===== src/rtl/io_issue_buffer.sv =====
// In-order holding buffer for IO-class ops. Each op waits until its ROB tag is
// the ROB head, then issues to io_unit with a retire strobe and reports completion.
module io_issue_buffer #(
  parameter int DEPTH     = 4,
  parameter int TAG_WIDTH = 5,
  parameter int OP_WIDTH  = 8
) (
  input  logic                 clk,
  input  logic                 rst,
  input  logic                 enq_valid_i,
  output logic                 enq_ready_o,
  input  logic [OP_WIDTH-1:0]  enq_op_i,
  input  logic [TAG_WIDTH-1:0] enq_tag_i,
  input  logic                 enq_cpl_i,
  input  logic                 rob_head_valid_i,
  input  logic [TAG_WIDTH-1:0] rob_head_tag_i,
  input  logic                 flush_i,
  output logic [OP_WIDTH-1:0]  op_spec_o,
  output logic                 cpl_o,
  output logic                 retire_o,
  input  logic                 done_i,
  output logic                 cmpl_valid_o,
  output logic [TAG_WIDTH-1:0] cmpl_tag_o
);

  localparam int PTR_W = $clog2(DEPTH);
  localparam int CNT_W = $clog2(DEPTH + 1);

  typedef enum logic [1:0] {IDLE, FIRE, WAIT, COMPLETE} state_t;

  state_t               state_q;
  logic [PTR_W-1:0]     rd_ptr_q, rd_ptr_d;
  logic [PTR_W-1:0]     wr_ptr_q, wr_ptr_d;
  logic [CNT_W-1:0]     cnt_q, cnt_d;

  logic [OP_WIDTH-1:0]  op_mem  [DEPTH];
  logic [TAG_WIDTH-1:0] tag_mem [DEPTH];
  logic                 cpl_mem [DEPTH];

  logic [OP_WIDTH-1:0]  op_spec_q;
  logic                 cpl_q;
  logic                 retire_q;
  logic                 cmpl_valid_q;
  logic [TAG_WIDTH-1:0] cmpl_tag_q;

  logic do_enq;
  logic do_pop;
  logic head_match;

  assign enq_ready_o = (cnt_q < CNT_W'(DEPTH));
  assign do_enq      = enq_valid_i && enq_ready_o && !flush_i;
  assign do_pop      = (state_q == COMPLETE);
  assign head_match  = (cnt_q != '0) && rob_head_valid_i &&
                       (tag_mem[rd_ptr_q] == rob_head_tag_i) && !flush_i;

  // A flush while an op is in flight keeps only that op (the FIFO head).
  always_comb begin
    rd_ptr_d = rd_ptr_q;
    wr_ptr_d = wr_ptr_q;
    cnt_d    = cnt_q;
    if (flush_i) begin
      if (state_q == IDLE) begin
        wr_ptr_d = rd_ptr_q;
        cnt_d    = '0;
      end else begin
        wr_ptr_d = rd_ptr_q + PTR_W'(1);
        cnt_d    = CNT_W'(1);
        if (do_pop) begin
          rd_ptr_d = rd_ptr_q + PTR_W'(1);
          cnt_d    = '0;
        end
      end
    end else begin
      if (do_enq) wr_ptr_d = wr_ptr_q + PTR_W'(1);
      if (do_pop) rd_ptr_d = rd_ptr_q + PTR_W'(1);
      case ({do_enq, do_pop})
        2'b10:   cnt_d = cnt_q + CNT_W'(1);
        2'b01:   cnt_d = cnt_q - CNT_W'(1);
        default: cnt_d = cnt_q;
      endcase
    end
  end

  always_ff @(posedge clk) begin
    if (do_enq) begin
      op_mem[wr_ptr_q]  <= enq_op_i;
      tag_mem[wr_ptr_q] <= enq_tag_i;
      cpl_mem[wr_ptr_q] <= enq_cpl_i;
    end
  end

  always_ff @(posedge clk) begin
    if (rst) begin
      state_q      <= IDLE;
      rd_ptr_q     <= '0;
      wr_ptr_q     <= '0;
      cnt_q        <= '0;
      op_spec_q    <= '0;
      cpl_q        <= 1'b0;
      retire_q     <= 1'b0;
      cmpl_valid_q <= 1'b0;
      cmpl_tag_q   <= '0;
    end else begin
      rd_ptr_q     <= rd_ptr_d;
      wr_ptr_q     <= wr_ptr_d;
      cnt_q        <= cnt_d;
      retire_q     <= 1'b0;
      cmpl_valid_q <= 1'b0;
      case (state_q)
        IDLE: begin
          if (head_match) begin
            state_q    <= FIRE;
            retire_q   <= 1'b1;
            op_spec_q  <= op_mem[rd_ptr_q];
            cpl_q      <= cpl_mem[rd_ptr_q];
            cmpl_tag_q <= tag_mem[rd_ptr_q];
          end
        end
        FIRE: state_q <= WAIT;
        WAIT: begin
          if (done_i) begin
            state_q      <= COMPLETE;
            cmpl_valid_q <= 1'b1;
          end
        end
        COMPLETE: state_q <= IDLE;
        default:  state_q <= IDLE;
      endcase
    end
  end

  assign op_spec_o    = op_spec_q;
  assign cpl_o        = cpl_q;
  assign retire_o     = retire_q;
  assign cmpl_valid_o = cmpl_valid_q;
  assign cmpl_tag_o   = cmpl_tag_q;

endmodule


===== config.mk =====
export PLATFORM = sky130hd
export DESIGN_NAME = io_issue_buffer
export DESIGN_NICKNAME = d
export VERILOG_FILES = /design/src/rtl/io_issue_buffer.sv
export SDC_FILE = /design/constraint.sdc
export NUM_CORES = 1
export LEC_CHECK = 0
export BUFFER_PORTS_ARGS = -buffer_cell sky130_fd_sc_hd__buf_2
export CAP_MARGIN = 10
export CORE_UTILIZATION = 58
export CTS_BUF_LIST = sky130_fd_sc_hd__clkbuf_4 sky130_fd_sc_hd__clkbuf_8
export CTS_CLUSTER_SIZE = 16
export DETAILED_ROUTE_END_ITERATION = 8
export GPL_ROUTABILITY_DRIVEN = 0
export PLACE_DENSITY = 0.8
export SETUP_SLACK_MARGIN = 0.3
export SLEW_MARGIN = 10
export SYNTH_ARGS = -nofsm -noshare
export SYNTH_HDL_FRONTEND = slang
export SYNTH_SLANG_ARGS = --single-unit

===== constraint.sdc =====
create_clock -name clk -period 2.9 [get_ports clk]
set_input_delay 0.58 -clock clk [delete_from_list [all_inputs] [get_ports clk]]
set_output_delay 0.58 -clock clk [all_outputs]
set_load 0.005 [all_outputs]

# Word level (Yosys, flattened, before mapping)
# Memories as Yosys holds them, arrays and structs flattened. A register that Yosys moved wholly into a read port is not among the register bits.
# Index checks and enable logic that the tools add are counted.
[totals]
ff_bits = 16
ramBits = 56
in_bits = 25
output_inout_bits = 17
wordCells = 59
mem_count = 3
[classes]
n_addsub = 4
order_cmp = 1
n_eq_ne = 9
mux = 19
bitwise = 2
n_reduce_logical = 14
[mem_list]
columns = ["name", "depth", "word_bits", "read_ports", "rd_clocked_by_memory_dff", "wr", "line_no", "source"]
rows = [
  ["op_mem", 4, 8, 1, 1, 1, "36", "logic [OP_WIDTH-1:0] op_mem [DEPTH];"],
  ["tag_mem", 4, 5, 1, 1, 1, "37", "logic [TAG_WIDTH-1:0] tag_mem [DEPTH];"],
  ["cpl_mem", 4, 1, 1, 1, 1, "38", "logic cpl_mem [DEPTH];"],
]
[op_table]
columns = ["op", "n"]
rows = [
  ["2-bit two-way mux", 10],
  ["2-bit case mux with 4 select lines", 1],
  ["2-bit equality test, second input constant", 3],
  ["1-bit two-way mux", 6],
  ["2-bit inequality test, second input constant", 3],
  ["3-bit case mux with 2 select lines", 1],
  ["3-bit nonzero test", 2],
  ["5-bit equality test", 1],
  ["1-bit logical AND", 5],
  ["2-bit by 1-bit adder with 2-bit output, second input constant", 2],
  ["2-bit by 1-bit equality test with 1-bit output, second input constant", 2],
  ["2-bit AND reduction", 2],
  ["2-bit OR reduction", 2],
  ["3-bit by 1-bit adder with 3-bit output, second input constant", 1],
  ["3-bit < comparator, second input constant", 1],
  ["3-bit two-way mux", 1],
  ["3-bit by 1-bit subtractor with 3-bit output, second input constant", 1],
  ["2-bit logical NOT", 1],
  ["1-bit NOT", 2],
  ["2-bit nonzero test", 1],
  ["1-bit logical NOT", 1],
]

# Longest topological paths before layout
[logic_depth]
word_depth = 6
depth_mapped = 8
mapped_depth_nobuf = 6

# Worst setup path after synthesis
# OpenSTA, ideal clock, no wires.
[synth_path]
path_type = "input -> register"
startpoint = "in flush_i"
endpoint = "reg cnt_q[2]"
setup_time_ns = 0.091
arrival_ns = 2.010
setup_slack_ns = 0.799
path_stages = 6
n_path_buf = 1
cell_sequence = "clkbuf_1 -> nor2_1 -> nor2_1 -> fa_1 -> or4_1 -> a311oi_1"
[synth_via]
elab_chain_len = 5
elab_cells_between_ends = 7
cone_classes = "eq/ne: 2; mux: 2; reduce/logical: 3"
[synth_rtl]
columns = ["item", "line_no", "source"]
rows = [
  ["start, declared", "17", "input logic flush_i,"],
  ["1-bit logical NOT", "51", "assign do_enq = enq_valid_i && enq_ready_o && !flush_i;"],
  ["1-bit logical AND", "51", ""],
  ["2-bit by 1-bit equality test with 1-bit output / 2-bit equality test (equally long branches)", "76", "case ({do_enq, do_pop})"],
  ["3-bit case mux with 2 select lines", "76", ""],
  ["3-bit two-way mux", "61", "if (flush_i) begin"],
  ["end signal, assigned", "106", "cnt_q <= cnt_d;"],
  ["end, declared", "34", "logic [CNT_W-1:0] cnt_q, cnt_d;"],
]
# Several ways; a longest one is shown, not always the timed one.
# A chain may end at the register's enable or synchronous reset.

==> impl_metrics.py <==
metrics = {
    "sta": {
        "rsz0062_at_grt": "false",
        "clock.fmax_mhz": 418,
        "tns_ns": 0,
        "tightest_slew_ns": 0.743,
        "setup_viol": 0,
        "finalHoldViolations": 0,
        "skew_ns": 0.0130,
        "finalCriticalPeriod_ns": 2.39,
        "slew_viol_final": 0,
        "relSlewSlack": 0.505,
        "post-route-period-util": 0.824,
    },
    "min_path": {
        "min_path_cells": 1,
        "hold_path.class": "input pin to flip-flop",
    },
    "die": {
        "io_pins": 42,
        "core_mm2": 0.00554,
        "core.rowCount": 27,
        "die_y_um": 78.1,
        "start_util": 0.605,
        "die_w_um": 78.1,
        "die_area_mm2": 0.00609,
    },
    "global_routing": {
        "grt_use_total": 0.209,
        "grt_pass1_wl_um": 9090,
        "grt-ovfl-total": 0,
        "grt_pass1_vias": 1827,
        "antenna_found_initial": 0,
        "grt_start_max_net_pins": 24,
    },
    "finish": {
        "antenna_cells": 0,
        "fill_cells": 383,
        "design_area_mm2": 0.00380,
        "fin_nets": 296,
        "finalNonFillerCells": 340,
        "drive_above_1_share": 0.287,
        "final_common_cell": "edfxtp_1",
        "layout_common_cells": "edfxtp_1 (56), buf_2 (41), dfxtp_1 (27), a21oi_1 (17), nand3_1 (16)",
        "area_growth_pct": 13.2,
    },
    "logic_synthesis": {
        "netlist_instances": 223,
        "syn_area_mm2": 0.00335,
        "ys.flop_type": "edfxtp_1",
        "netlist_top_cells_area": "edfxtp_1 (50%), dfxtp_1 (16%), mux4_2 (9.4%)",
        "netlist-cell-type-count": 34,
        "synth-edff-count": 56,
        "synth-seq-cells": 83,
        "yosysTopAreaCellShare": 0.501,
        "synthArstFlopShare": 0,
        "synth-seq-area-share": 0.662,
        "yosysWarnings": 0,
        "yosys.area.top_type": "edfxtp_1",
        "syn_area_per_cell_um2": 15.0,
        "synth_fp_nets": 256,
    },
    "cts": {
        "post_cts_buffers": 0,
        "clk_latency_ns": 0.36,
        "cts_resized": 0,
        "cts_hold_buf": 0,
        "cts_tree": "built",
        "cts.sinks": 83,
        "clock-root-buffer": "clkbuf_8",
        "cts_buffer_depth": 2,
        "clk_pin_slew_ns": 0.09,
        "h-tree-depth": 3,
        "cts_buffers": 9,
    },
    "route": {
        "postRouteAntennaNets": 0,
        "vias": 1904,
        "dr.pass1.iters": 4,
        "remaining_drc_errors": 0,
        "vias_per_cell": 5.60,
        "wl_per_cell_um": 16.6,
        "wirelength_um": 5660,
        "drt_iter0_drc": 96,
    },
    "worst_setup_path": {
        "arrival_ns": 2.62,
        "required_ns": 3.13,
        "worstPathMaxFanout": 14,
        "critPathLaunchType": "flip-flop",
        "worst_setup_path_end_kind": "flip-flop",
        "crit_type": "flip-flop to flip-flop",
        "rr_worst_depth": 5,
    },
    "flow_run": {
        "maxCapViolCount": 0,
    },
    "pwr": {
        "leakage_uw": 0.00136,
        "power_density_mw_per_mm2": 591,
        "vdd_ir_drop_max_uv": 360,
        "power_uw": 2240,
    },
    "place": {
        "dpl-instance-area_mm2": 0.00359,
        "placed_cells": 324,
        "dp_hpwl_um": 3890,
        "portBuffers": 41,
    },
    "status": {
        "status": "complete, no violations",
    },
}
[final cells by class]
type / count / area (um2) / share of cell area
inverters: 8 / 30.0 / 0.00791
clock buffers: 9 / 124 / 0.0326
well taps: 72 / 90.1 / 0.0237
flip-flops and latches: 83 / 2220 / 0.585
multi-input cells: 119 / 1040 / 0.273
repair buffers: 42 / 213 / 0.0560
clock inverters: 7 / 81.3 / 0.0214
[worst max-delay path, cell delays in order (launching register included)]
cell     delay, ns
dfxtp_1       0.53
mux4_2        0.61
xnor2_2       0.19
nand4_1       0.52
o21ai_1       0.32
a21oi_1       0.09
[logic make-up (layout without fill, tap and decap cells)]
logic type	after synthesis	in the layout	share of synthesized area
XOR/XNOR	12	12	0.0425
AND/OR/NAND/NOR	45	45	0.0698
multiplexers	17	17	0.103
flip-flops	83	83	0.662
AO/OA/AOI/OAI	37	37	0.0619
adder cells (fa/ha/maj)	8	8	0.0321
buffers and inverters	21	66	0.0283
[per-layer routing]
metal | vias up | wire [um] | GRT usage
li1 | 919 | - | -
met1 | 912 | 2540 | 0.268
met2 | 62 | 2680 | 0.316
met3 | 11 | 320 | 0.0872
met4 | 0 | 121 | 0.0870
met5 | - | 0 | 0
[cells in the mapped netlist (all sizes together), types with 2 or more instances]
cell	instances
buf	6
and3	2
mux2i	3
clkbuf	7
inv	8
and2	4
xnor2	10
nand3	16
mux4	14
o21ai	15
nand2	6
nor2	7
nand2b	3
nand4	2
a21oi	17
edfxtp	56
dfxtp	27
ha	7
xor2	2
[report_power, final]
group	leakage [uW]	internal, uW	switching (uW)
clock	0.000107	412	430
combinational	0.000523	44.3	69.0
sequential	0.000726	1280	7.62
[stage by stage]
step            util  worst slack (ns)  hold WS, ns
2_1_floorplan      -             0.799        0.468
3_3_place_gp   0.648             0.615        0.462
3_5_place_dp   0.648             0.536        0.467
4_1_cts        0.685             0.504        0.411
5_1_grt        0.685             0.333        0.407
6_report       0.685             0.510        0.425
[sequential cells by signal (all words and copies together), names as in the netlist, named ones only]
signal,flops
cpl_mem,4
state_q,2
cmpl_tag_o,5
rd_ptr_q,2
cnt_q,3
cmpl_valid_o,1
wr_ptr_q,2
retire_o,1
op_mem,32
op_spec_o,8
cpl_o,1
tag_mem,20
[worst paths after layout]
check	start	end	slack (ns)
setup / recovery	flip-flop	cmpl_tag_o[1]	0.51
hold / removal	enq_op_i[7]	op_mem[3][7]	0.42
setup reg to reg	flip-flop	cmpl_tag_o[1]	0.51
hold reg to reg	cmpl_tag_o[2]	cmpl_tag_o[2]	0.48
No activity file was read; power rests on OpenSTA's default activity.
